===== src/rtl/dmem_copy_engine.sv =====
// Memory-port initiator that copies or fills blocks of 32-bit words without CPU help.
// Reports done/err pulses and a running modulo-2^32 sum of the words it wrote.
module dmem_copy_engine #(
    parameter int RAM_SIZE = 256,
    parameter int LEN_W    = 8
) (
    input  logic             clk,
    input  logic             reset,
    input  logic             start,
    input  logic             mode,
    input  logic [31:0]      src_addr,
    input  logic [31:0]      dst_addr,
    input  logic [LEN_W-1:0] len,
    input  logic [31:0]      fill_data,
    output logic             busy,
    output logic             done,
    output logic             err,
    output logic [31:0]      sum,
    output logic             mem_rd,
    output logic             mem_wr,
    output logic [31:0]      mem_addr,
    output logic [31:0]      mem_wdata,
    input  logic [31:0]      mem_rdata
);

    typedef enum logic [1:0] {
        IDLE,
        RD,
        WR,
        FIN
    } state_t;

    state_t           state;
    state_t           next_state;
    logic [31:0]      src_ptr;
    logic [31:0]      dst_ptr;
    logic [31:0]      data_reg;
    logic [LEN_W-1:0] count;
    logic             err_flag;
    logic             mode_reg;
    logic [33:0]      span;
    logic [33:0]      src_end;
    logic [33:0]      dst_end;
    logic             param_err;

    // End addresses use 34 bits so a large base plus length cannot wrap past the bound.
    always_comb begin
        span      = 34'(len) << 2;
        src_end   = {2'b00, src_addr} + span;
        dst_end   = {2'b00, dst_addr} + span;
        param_err = (dst_addr[1:0] != 2'b00) || (dst_end > 34'(RAM_SIZE)) ||
                    (!mode && ((src_addr[1:0] != 2'b00) || (src_end > 34'(RAM_SIZE))));
    end

    always_ff @(posedge clk or negedge reset) begin
        if (!reset) begin
            state <= IDLE;
        end else begin
            state <= next_state;
        end
    end

    always_comb begin
        next_state = state;
        busy       = (state != IDLE);
        done       = 1'b0;
        err        = 1'b0;
        mem_rd     = 1'b0;
        mem_wr     = 1'b0;
        mem_addr   = 32'h0;
        mem_wdata  = 32'h0;
        unique case (state)
            IDLE: begin
                if (start) begin
                    if (param_err || (len == '0)) begin
                        next_state = FIN;
                    end else if (mode) begin
                        next_state = WR;
                    end else begin
                        next_state = RD;
                    end
                end
            end
            RD: begin
                mem_rd     = 1'b1;
                mem_addr   = src_ptr;
                next_state = WR;
            end
            WR: begin
                mem_wr    = 1'b1;
                mem_addr  = dst_ptr;
                mem_wdata = data_reg;
                // The word being written now is the last one when one word remains.
                if (count == LEN_W'(1)) begin
                    next_state = FIN;
                end else if (mode_reg) begin
                    next_state = WR;
                end else begin
                    next_state = RD;
                end
            end
            FIN: begin
                done       = 1'b1;
                err        = err_flag;
                next_state = IDLE;
            end
            default: next_state = IDLE;
        endcase
    end

    always_ff @(posedge clk or negedge reset) begin
        if (!reset) begin
            src_ptr  <= 32'h0;
            dst_ptr  <= 32'h0;
            data_reg <= 32'h0;
            count    <= '0;
            err_flag <= 1'b0;
            mode_reg <= 1'b0;
            sum      <= 32'h0;
        end else begin
            unique case (state)
                IDLE: begin
                    if (start) begin
                        src_ptr  <= src_addr;
                        dst_ptr  <= dst_addr;
                        data_reg <= fill_data;
                        count    <= len;
                        err_flag <= param_err;
                        mode_reg <= mode;
                        sum      <= 32'h0;
                    end
                end
                RD: begin
                    data_reg <= mem_rdata;
                    src_ptr  <= src_ptr + 32'd4;
                end
                WR: begin
                    dst_ptr <= dst_ptr + 32'd4;
                    sum     <= sum + data_reg;
                    count   <= count - LEN_W'(1);
                end
                default: ;
            endcase
        end
    end

endmodule

===== config.mk =====
export PLATFORM = sky130hd
export DESIGN_NAME = dmem_copy_engine
export DESIGN_NICKNAME = d
export VERILOG_FILES = /design/src/rtl/dmem_copy_engine.sv
export SDC_FILE = /design/constraint.sdc
export NUM_CORES = 1
export LEC_CHECK = 0
export ABC_AREA = 1
export BUFFER_PORTS_ARGS = -buffer_cell sky130_fd_sc_hd__buf_2
export CORE_MARGIN = 1.5
export CORE_UTILIZATION = 29
export CTS_CLUSTER_DIAMETER = 200
export DETAILED_ROUTE_END_ITERATION = 10
export GPL_TIMING_DRIVEN = 1
export PLACE_DENSITY = 0.56
export SLEW_MARGIN = 0
export SYNTH_ARGS = -nofsm -noshare
export SYNTH_HDL_FRONTEND = slang
export SYNTH_SLANG_ARGS = --single-unit

===== constraint.sdc =====
create_clock -name clk -period 2.5 [get_ports clk]
set_input_delay 0.75 -clock clk [delete_from_list [all_inputs] [get_ports clk]]
set_output_delay 0.75 -clock clk [all_outputs]
set_load 0.005 [all_outputs]

==> flow_summary.toml <==
[drt]
vias_per_cell = 4.94
ant_nets = 0
routed-wl-met3_um = 2960
avgRoutedWirePerCell_um = 16.4
drt_iter0_markers = 973
wl_um = 50000
dr.max_layer_used = "met4"
firstDrtPassIters = 5
drc = 0
met1_length_um = 22400
vias = 15100
wl_met2_um = 23800

[outcome]
status = "finished, violations left"
violations = "setup timing"

[grt]
first_global_vias = 14300
grt_pass1_wl_um = 74900
antenna_found_initial = 0
grt-ovfl-total = 0
grt_max_degree = 108
grtUsageTotal_pct = 21.3

[final_layout]
antenna_cells = 0
fin_area_um2 = 18700
regArea_um2 = 3510
utilization_pct = 43.7
fillers = 4340
nets = 2656
syn_to_final_growth_pct = 49.2
multi_input_area_um2 = 9110
drive_gt1_share_pct = 32.7

[sta]
layout_setup_ws_ns = -0.101
period_share_pct = 104
fin_setup_tns_ns = -2.83
setup_viol = 66
skew_ns = 0.0222
slew_headroom_pct = 59.7
worstMarginPinSlew_ns = 0.604
maxSlewViolCount = 0
final_hold_viol_count = 0
whs_ns = 0.251
fmax_ghz = 0.384
layout_min_cycle_time_ns = 2.60
rsz0062_at_grt = "yes"

[worst_setup_path]
start_kind = "flip-flop"
cp_max_fo = 6
cp.arrival_ns = 1.85
critical_path_class = "reg -> out"
crit_required_ns = 1.75
end_kind = "output pin"

[synth]
ys_ff_latch = 140
ys_types = 52
syn_area_um2 = 12600
syn_nets = 2206
post-synth-top-area-cell = "dfrtp_1"
syn_avg_cell_area_um2 = 6.26
yosysMostFrequentCell = "nand2_1"
ys_async_sr_fraction_pct = 100
yosysSeqAreaShare_pct = 27.9
synthTopCellsByArea = "dfrtp_1 28%, nand2_1 19%, inv_1 7.7%, nor2_1 5.7%, ha_1 5.6%"
synth.top_cell.area_share_pct = 27.9
syn_inst = 2007
synth_edf_count = 0
ys_warn_count = 0
synthFlopType = "dfrtp_1"
netlist_top_cells_count = "638 x nand2_1, 257 x inv_1, 190 x nor2_1, 140 x dfrtp_1, 131 x a21oi_1"

[cts]
cts.sinks = 140
h-tree-depth = 4
cts_hold_buffers = 0
cts.path.max_buffers = 2
tritoncts = "built"
cts.clk_slew.worst_paths_ns = 0.07
clock_latency_ns = 0.45
cts_made_buffers = 17
cts_root_buf = "clkbuf_16"

[job]
drv_cap = 0

[power]
vdd_drop_max_uv = 801
p_leak_uw = 0.00953
p_per_area_nw_per_um2 = 1220

[floorplan]
io_pins = 241
rows = 76
initial_core_util_pct = 29.3
die_h_um = 211
die_x_um = 211
core-area_um2 = 42900
dieArea_um2 = 44500

[placement]
io_buffers = 240
placed_cell_area_um2 = 15900
place_ws_ns = -0.688
place.gp.congestion = 0.916
dp_hpwl_um = 37700

[hold_path]
holdCritPathClass = "in -> async"
==> final timing paths <==
check | to | start | cells after the start | slack [ns]
max | mem_addr[20] | state[0]$_DFFE_PN0P_ | 7 | -0.10
min | sum[25]$_DFFE_PN0P_ | reset | 1 | 0.25
max reg2reg | sum[31]$_DFFE_PN0P_ | data_reg[2]$_DFFE_PN0P_ | 14 | 0.12
min reg2reg | src_ptr[14]$_DFFE_PN0P_ | src_ptr[14]$_DFFE_PN0P_ | 2 | 0.51
max in group asynchronous | data_reg[1]$_DFFE_PN0P_ | reset | 2 | 1.59
min in group clk | src_ptr[14]$_DFFE_PN0P_ | src_ptr[14]$_DFFE_PN0P_ | 2 | 0.51
==> repair_timing <==
| action | 4_1_cts | 5_1_grt |
|---|---|---|
| endpoints found under the setup margin | 73 | 73 |
| pin swaps | 22 | 51 |
| resized for setup | 115 | 256 |
| buffers inserted | 13 | 23 |
| gates cloned | 4 | 12 |
==> cells in the final DEF (no fill, tap or decap), drive strengths merged, types with 9 or more instances in the layout <==
cell type	instances
nand2	643
buf	483
inv	269
nor2	196
dfrtp	140
o21ai	134
a21oi	132
nand3	117
ha	56
a31oi	46
nand4	41
xor2	33
clkbuf	28
nor3	28
o211ai	26
o31ai	12
nor4	12
nand3b	10
o22ai	9
==> critical path: stages (launching register included) <==
cell     delay (ns)
dfrtp_1        0.40
inv_2          0.12
ha_4           0.17
buf_12         0.14
buf_12         0.14
nand2_4        0.07
a21oi_4        0.22
buf_2          0.15
==> layer usage <==
layer,global-route usage (%),vias to the layer above
met5,0,-
met4,5.05,0
met3,4.34,48
met2,36.5,476
met1,27.4,7081
li1,-,7487
==> cell families after synthesis <==
| group | count (synthesis) | synth area share (%) |
|---|---|---|
| simple gates | 1058 | 36.3 |
| flops | 140 | 27.9 |
| fa+ha+maj | 59 | 6.06 |
| compound gates | 382 | 17.2 |
| buf+inv | 331 | 9.93 |
| xor+xnor | 37 | 2.58 |
==> final cells by class <==
type	instances	share of cell area, %
timing repair buffer	495	20.3
tap	585	3.91
sequential	140	18.7
multi-input combinational	1537	48.6
clock inverter	15	0.875
inverter	266	5.37
clock buffer	17	2.27
==> stage by stage <==
stage | std cells | total power [uW]
after global routing | 3055 | 24800
after floorplan | 2007 | 11700
after detailed placement | 2971 | 16400
after CTS | 3020 | 20200
final | 3055 | 22900
after global placement | 2971 | 16200
==> power breakdown <==
part	internal (uW)	switching (uW)
Combinational	6650	8810
Sequential	3390	1470
Clock	1480	1140
Total	11500	11400
No activity file was read; power rests on OpenSTA's default activity.
